==> config.mk <==
export PLATFORM = sky130hd
export DESIGN_NAME = qspi_slave_xcvr
export DESIGN_NICKNAME = d
export VERILOG_FILES = /design/src/rtl/qspi_pkg.sv /design/src/rtl/qspi_sync.sv /design/src/rtl/qspi_slave_xcvr.sv
export SDC_FILE = /design/constraint.sdc
export NUM_CORES = 1
export LEC_CHECK = 0
export ABC_AREA = 1
export BUFFER_PORTS_ARGS = -buffer_cell sky130_fd_sc_hd__buf_2
export CORE_MARGIN = 5
export CORE_UTILIZATION = 50
export DETAILED_ROUTE_END_ITERATION = 12
export PLACE_DENSITY = 0.74
export SLEW_MARGIN = 20
export SYNTH_ARGS = -nofsm -noshare
export SYNTH_HDL_FRONTEND = slang
export SYNTH_SLANG_ARGS = --single-unit
==> constraint.sdc <==
create_clock -name clk -period 3.2 [get_ports clk]
set_input_delay 0.96 -clock clk [delete_from_list [all_inputs] [get_ports clk]]
set_output_delay 0.96 -clock clk [all_outputs]
set_load 0.01 [all_outputs]
==> src/rtl/qspi_pkg.sv <==
// Shared encodings for the QSPI slave transceiver: lane modes, FSM states and
// the mode-to-lane-count mapping used at frame start.
package qspi_pkg;

  localparam logic [1:0] MODE_1LANE  = 2'b00;
  localparam logic [1:0] MODE_2LANE  = 2'b01;
  localparam logic [1:0] MODE_4LANE  = 2'b10;
  localparam logic [1:0] MODE_1LANE_ALT = 2'b11;

  localparam logic [1:0] ST_WAIT_REL = 2'd0;
  localparam logic [1:0] ST_IDLE     = 2'd1;
  localparam logic [1:0] ST_ACTIVE   = 2'd2;

  // Requested width clamped to the lanes actually built.
  function automatic logic [2:0] lanes_from_mode(input logic [1:0] mode, input int max_lanes);
    logic [2:0] l;
    case (mode)
      MODE_2LANE: l = 3'd2;
      MODE_4LANE: l = 3'd4;
      default:    l = 3'd1;
    endcase
    if (int'(l) > max_lanes) l = 3'(max_lanes);
    return l;
  endfunction

endpackage

==> src/rtl/qspi_sync.sv <==
// Multi-flop synchroniser for one asynchronous pin, with single-cycle
// rise/fall strobes derived from the synchronised level.
module qspi_sync #(
  parameter int STAGES = 2
) (
  input  logic clk,
  input  logic reset,
  input  logic d,
  output logic q,
  output logic rise,
  output logic fall
);

  logic [STAGES-1:0] chain;
  logic              prev;

  always_ff @(posedge clk) begin
    if (reset) begin
      chain <= '0;
      prev  <= 1'b0;
    end else begin
      chain <= {chain[STAGES-2:0], d};
      prev  <= chain[STAGES-1];
    end
  end

  assign q    = chain[STAGES-1];
  assign rise = q & ~prev;
  assign fall = ~q & prev;

endmodule

==> src/rtl/qspi_slave_xcvr.sv <==
// SPI/QSPI slave transceiver: oversampled pins, runtime 1/2/4-lane framing,
// word-level rx strobe and tx reload handshake towards user logic.
module qspi_slave_xcvr
  import qspi_pkg::*;
#(
  parameter int MAX_LANES   = 4,
  parameter int WORD_W      = 8,
  parameter int SYNC_STAGES = 2
) (
  input  logic                 clk,
  input  logic                 reset,
  input  logic                 qck,
  input  logic                 qss,
  input  logic [MAX_LANES-1:0] qd_in,
  output logic [MAX_LANES-1:0] qd_out,
  output logic [MAX_LANES-1:0] qd_oe,
  input  logic [1:0]           lane_mode,
  input  logic                 dir_tx,
  output logic [WORD_W-1:0]    rx_data,
  output logic                 rx_valid,
  input  logic [WORD_W-1:0]    tx_data,
  output logic                 tx_ready,
  output logic                 frame_act,
  output logic                 frame_err
);

  localparam int CNT_W = $clog2(WORD_W);
  typedef logic [CNT_W:0] cnt_ext_t;

  logic                 qck_q, qck_rise, qck_fall;
  logic                 qss_q, qss_rise, qss_fall;
  logic [MAX_LANES-1:0] qd_q, qd_rise, qd_fall;
  logic [2*MAX_LANES:0] sync_unused;

  qspi_sync #(.STAGES(SYNC_STAGES)) u_qck (
    .clk(clk), .reset(reset), .d(qck), .q(qck_q), .rise(qck_rise), .fall(qck_fall)
  );
  qspi_sync #(.STAGES(SYNC_STAGES)) u_qss (
    .clk(clk), .reset(reset), .d(qss), .q(qss_q), .rise(qss_rise), .fall(qss_fall)
  );
  for (genvar i = 0; i < MAX_LANES; i++) begin : g_qd
    qspi_sync #(.STAGES(SYNC_STAGES)) u_qd (
      .clk(clk), .reset(reset), .d(qd_in[i]), .q(qd_q[i]), .rise(qd_rise[i]), .fall(qd_fall[i])
    );
  end
  assign sync_unused = {qck_q, qd_rise, qd_fall};

  logic [1:0]           state;
  logic [2:0]           lanes;
  logic                 dir;
  logic [CNT_W-1:0]     cnt;
  logic [WORD_W-1:0]    rx_shift;
  logic [WORD_W-1:0]    tx_shift;
  logic                 word_done;
  logic                 rx_done;

  logic                 one_lane, rx_en, tx_en;
  logic [MAX_LANES-1:0] lane_mask;
  logic [WORD_W-1:0]    beat_in, rx_next, tx_top;
  cnt_ext_t             cnt_sum;
  logic                 cnt_wrap;
  logic [CNT_W-1:0]     cnt_next;

  assign one_lane  = (lanes == 3'd1);
  assign rx_en     = one_lane | ~dir;
  assign tx_en     = one_lane | dir;
  assign lane_mask = MAX_LANES'((5'd1 << lanes) - 5'd1);
  assign beat_in   = WORD_W'(qd_q & lane_mask);
  assign rx_next   = (rx_shift << lanes) | beat_in;
  assign cnt_sum   = cnt_ext_t'(cnt) + cnt_ext_t'(lanes);
  assign cnt_wrap  = (cnt_sum == cnt_ext_t'(WORD_W));
  assign cnt_next  = cnt_wrap ? '0 : cnt_sum[CNT_W-1:0];
  // Current beat sits at the bottom of tx_top; lane L-1 carries its MSB.
  assign tx_top    = tx_shift >> cnt_ext_t'(WORD_W - int'(lanes));

  always_comb begin
    qd_out = '0;
    qd_oe  = '0;
    if (frame_act) begin
      if (one_lane) begin
        qd_out = MAX_LANES'({tx_top[0], 1'b0});
        qd_oe  = MAX_LANES'(2'b10);
      end else if (dir) begin
        qd_out = tx_top[MAX_LANES-1:0] & lane_mask;
        qd_oe  = lane_mask;
      end
    end
  end

  always_ff @(posedge clk) begin
    if (reset) begin
      state     <= ST_WAIT_REL;
      lanes     <= 3'd1;
      dir       <= 1'b0;
      cnt       <= '0;
      word_done <= 1'b0;
      rx_done   <= 1'b0;
      frame_act <= 1'b0;
      rx_valid  <= 1'b0;
      tx_ready  <= 1'b0;
      frame_err <= 1'b0;
      rx_data   <= '0;
    end else begin
      rx_valid  <= 1'b0;
      tx_ready  <= 1'b0;
      frame_err <= 1'b0;
      rx_done   <= 1'b0;
      // Completed word is published one cycle after its final beat lands.
      if (rx_done) begin
        rx_data  <= rx_shift;
        rx_valid <= 1'b1;
      end
      case (state)
        ST_WAIT_REL: if (qss_q) state <= ST_IDLE;
        ST_IDLE: begin
          if (qss_fall) begin
            state     <= ST_ACTIVE;
            lanes     <= lanes_from_mode(lane_mode, MAX_LANES);
            dir       <= dir_tx;
            cnt       <= '0;
            word_done <= 1'b0;
            tx_shift  <= tx_data;
            tx_ready  <= 1'b1;
            frame_act <= 1'b1;
          end
        end
        ST_ACTIVE: begin
          if (qck_rise) begin
            rx_shift <= rx_next;
            cnt      <= cnt_next;
            if (cnt_wrap) begin
              word_done <= 1'b1;
              rx_done   <= rx_en;
            end
          end else if (qck_fall) begin
            if (word_done) begin
              word_done <= 1'b0;
              if (tx_en) begin
                tx_shift <= tx_data;
                tx_ready <= 1'b1;
              end
            end else begin
              tx_shift <= tx_shift << lanes;
            end
          end
          // A beat landing in the same cycle as release still counts.
          if (qss_rise) begin
            state     <= ST_IDLE;
            frame_act <= 1'b0;
            frame_err <= ((qck_rise ? cnt_next : cnt) != '0);
          end
        end
        default: state <= ST_WAIT_REL;
      endcase
    end
  end

endmodule

==> flow_summary_export.csv <==
group,metric,value,unit
drt,route.vias.total,2572,
clocking,cts_root_buf,"clkbuf_8",
hold_path,min_path_type,"reg -> reg",
setup_path,cp-start-kind,"flop",
yosys,synth_ff_type,"dfxtp_1",
floorplan,ios,39,
clocking,clockBufferDepth,2,
timing,final.period_utilization,96.6,%
floorplan,rows,28,
drt,drtIter0Drc,207,
yosys,yosysSeqAreaShare,40.6,%
timing,hold_viol,0,
floorplan,die_area,7660,sq um
clocking,clkTransAtPathRegs,0.10,ns
yosys,synth.distinct_cells,45,
clocking,cts_tree,"done",
timing,min_period,3.09,ns
timing,skew,0.0123,ns
finish,final_core_util,57.9,%
power_and_ir_drop,ir_drop,339,uV
yosys,synthArstFlopShare,0,%
timing,clock.fmax,324,MHz
yosys,synth-seq-cells,53,
clocking,cts.sinks,53,
power_and_ir_drop,p_leak,1.53,nW
yosys,syn_area_per_cell,7.91,sq um
yosys,netlist_instances,380,
setup_path,worstPathRequired,2.24,ns
timing,max_slew_margin,63.2,%
setup_path,critPathCaptureType,"primary output",
floorplan,die_x,87.5,microns
floorplan,core-area,5890,sq um
finish,fillCellCount,561,
global_routing,grt_max_degree,22,
global_routing,grtUsageMet2,30.8,%
global_routing,grt_busiest_layer,"met2",
clocking,cts_made_buffers,5,
drt,wl_per_cell,12.9,microns
placed_design,post-dp-hpwl,5040,microns
run,cap_violations,0,
floorplan,die_y,87.5,microns
drt,drc_errors,0,
global_routing,grt_pass1_vias,2506,
timing,worstMarginPinSlew,0.550,ns
clocking,clk_latency,0.31,ns
finish,drive_gt1_share,24.0,%
finish,layout.nets,461,
yosys,synth_nets,417,
global_routing,met3_usage,3.95,%
yosys,netlist_area,3010,sq um
drt,first_pass_iters,4,
drt,wirelength,6450,microns
setup_path,crit_arrival,2.13,ns
placed_design,portBuffers,38,
timing,whs,0.404,ns
global_routing,grt_first_pass_wirelength,11100,microns
setup_path,critPathMaxFanout,3,
timing,finalSetupViolations,0,
finish,seqCellArea,1230,sq um
global_routing,antenna_found_initial,0,
drt,ant_nets,0,
global_routing,track_usage,18.1,%
status,status,"finished clean",
yosys,yosysWarnings,0,
power_and_ir_drop,power,1.50,mW
drt,via_per_inst,5.14,
finish,multiInputGateArea,1530,sq um
finish,n_antenna_cell,0,
floorplan,start_util,51.1,%
power_and_ir_drop,power.density,440,nW/um^2
yosys,synth_edf_count,16,
clocking,h-tree-depth,2,
finish,syn2layout_area_growth,13.4,%
setup_path,critPathKind,"reg -> out",
placed_design,gp_congestion,0.881,
global_routing,grt_use_met1,22.7,%
timing,slew_viol_final,0,
global_routing,grt.overflow.total,0,
[Yosys cell counts (2+ instances only)]
| cell | number | share of area [%] |
|---|---|---|
| o21ai_0 | 17 | 2.8 |
| inv_2 | 6 | 0.75 |
| dfxtp_1 | 37 | 25 |
| nor2_1 | 48 | 6.0 |
| o21ai_2 | 4 | 1.2 |
| or2_1 | 2 | 0.42 |
| a21oi_2 | 3 | 0.87 |
| a22o_1 | 2 | 0.58 |
| nand2_1 | 69 | 8.6 |
| o21ai_1 | 12 | 2.0 |
| buf_12 | 2 | 1.3 |
| edfxtp_1 | 16 | 16 |
| nand2_2 | 8 | 1.7 |
| a21oi_1 | 18 | 3.0 |
| ha_1 | 17 | 7.1 |
| nand3_2 | 5 | 1.7 |
| xor2_1 | 2 | 0.58 |
| inv_1 | 43 | 5.4 |
| o211ai_1 | 4 | 1.0 |
| o22ai_1 | 4 | 0.83 |
| nand3_1 | 25 | 4.2 |
| nand2_4 | 3 | 1.1 |
| buf_2 | 6 | 1.0 |
| nor2_2 | 3 | 0.62 |
| buf_6 | 2 | 0.75 |
| nor3_1 | 3 | 0.50 |
[power breakdown]
part | internal, mW | switching, mW | total [mW]
Clock | 0.155 | 0.226 | 0.381
Sequential | 0.736 | 0.0216 | 0.757
Combinational | 0.129 | 0.232 | 0.361
[area by class of cell]
class	instances	share of cell area [%]
timing repair buffer	49	8.11
sequential	53	36.0
clock buffer	5	2.02
inverter	50	5.73
tap	75	2.75
clock inverter	3	0.551
multi-input combinational	265	44.9
[worst max-delay path, cell delays in order (launching register included)]
cell and delay [ns]:
dfxtp_4 0.39, inv_6 0.03, ha_1 0.19, ha_2 0.19
inv_2 0.08, ha_4 0.20, or2_4 0.24, nor2_1 0.09
nand2_1 0.06, nand2_1 0.05, nand2_1 0.06, nor2_2 0.10
buf_2 0.14
[logic make-up after synthesis]
group           share of synthesized area (%)
flops                                    40.6
fa+ha+maj                                7.74
xor+xnor                                0.874
simple gates                             26.7
buf+inv                                  9.86
compound gates                           14.2
[sequential cells by signal, indices dropped and copies added (netlist names), 2 cells and up]
name,count
g_qd.u_qd.chain,8
rx_data,8
rx_shift,8
tx_shift,8
cnt,3
lanes,3
state,2
u_qck.chain,2
u_qss.chain,2
[final timing paths]
path,start,endpoint,slack (ns),cells after the start
setup / recovery,lanes[0]$_SDFFE_PP1P_,qd_out[1],0.11,12
hold / removal,g_qd[2].u_qd.chain[0]$_SDFF_PP0_,g_qd[2].u_qd.chain[1]$_SDFF_PP0_,0.40,2
setup reg to reg,state[0]$_SDFFE_PP0P_,tx_shift[4]$_DFFE_PP_,1.07,6
hold reg to reg,g_qd[2].u_qd.chain[0]$_SDFF_PP0_,g_qd[2].u_qd.chain[1]$_SDFF_PP0_,0.40,2
[layer usage]
metal | routed length [microns] | vias up | part of all wire, %
li1 | - | 1332 | -
met1 | 2890 | 1171 | 45
met2 | 3090 | 57 | 48
met3 | 374 | 12 | 5.8
met4 | 96 | 0 | 1.5
met5 | 0 | - | 0
[timing repair]
action | CTS | global route
gates resized for setup | 10 | 4
cloned | 0 | 0
setup buffers | 2 | 1
pin swaps | 1 | 2
endpoints found under the setup margin | 2 | 3
endpoints found under the hold margin | 0 | 0
hold buffers | 0 | 0
[stage by stage]
step / cell area, sq um / TNS [ns] / worst slack, ns / std cells
after floorplan: 3010 / 0 / 0.0819 / 380
after global placement: 3250 / 0 / 0.208 / 489
after detailed placement: 3250 / 0 / 0.145 / 489
after CTS: 3390 / 0 / 0.00310 / 499
after global routing: 3410 / -0.0159 / -0.0159 / 500
final: 3410 / 0 / 0.110 / 500
[placed cells by master, fill, tap and decap left out, drive strengths merged, types with 2 or more instances in the layout]
master | synthesis | final
o21ai | 33 | 33
and2 | 3 | 3
xor2 | 2 | 2
buf | 11 | 49
ha | 17 | 17
o211ai | 5 | 5
inv | 50 | 52
nand2 | 80 | 80
dfxtp | 37 | 37
o22ai | 4 | 4
clkbuf | 1 | 5
nor3 | 3 | 3
a22o | 2 | 2
edfxtp | 16 | 16
a21oi | 21 | 21
nand3 | 30 | 30
or2 | 3 | 3
nor2 | 52 | 52
Power figures use the tool's default switching activity.
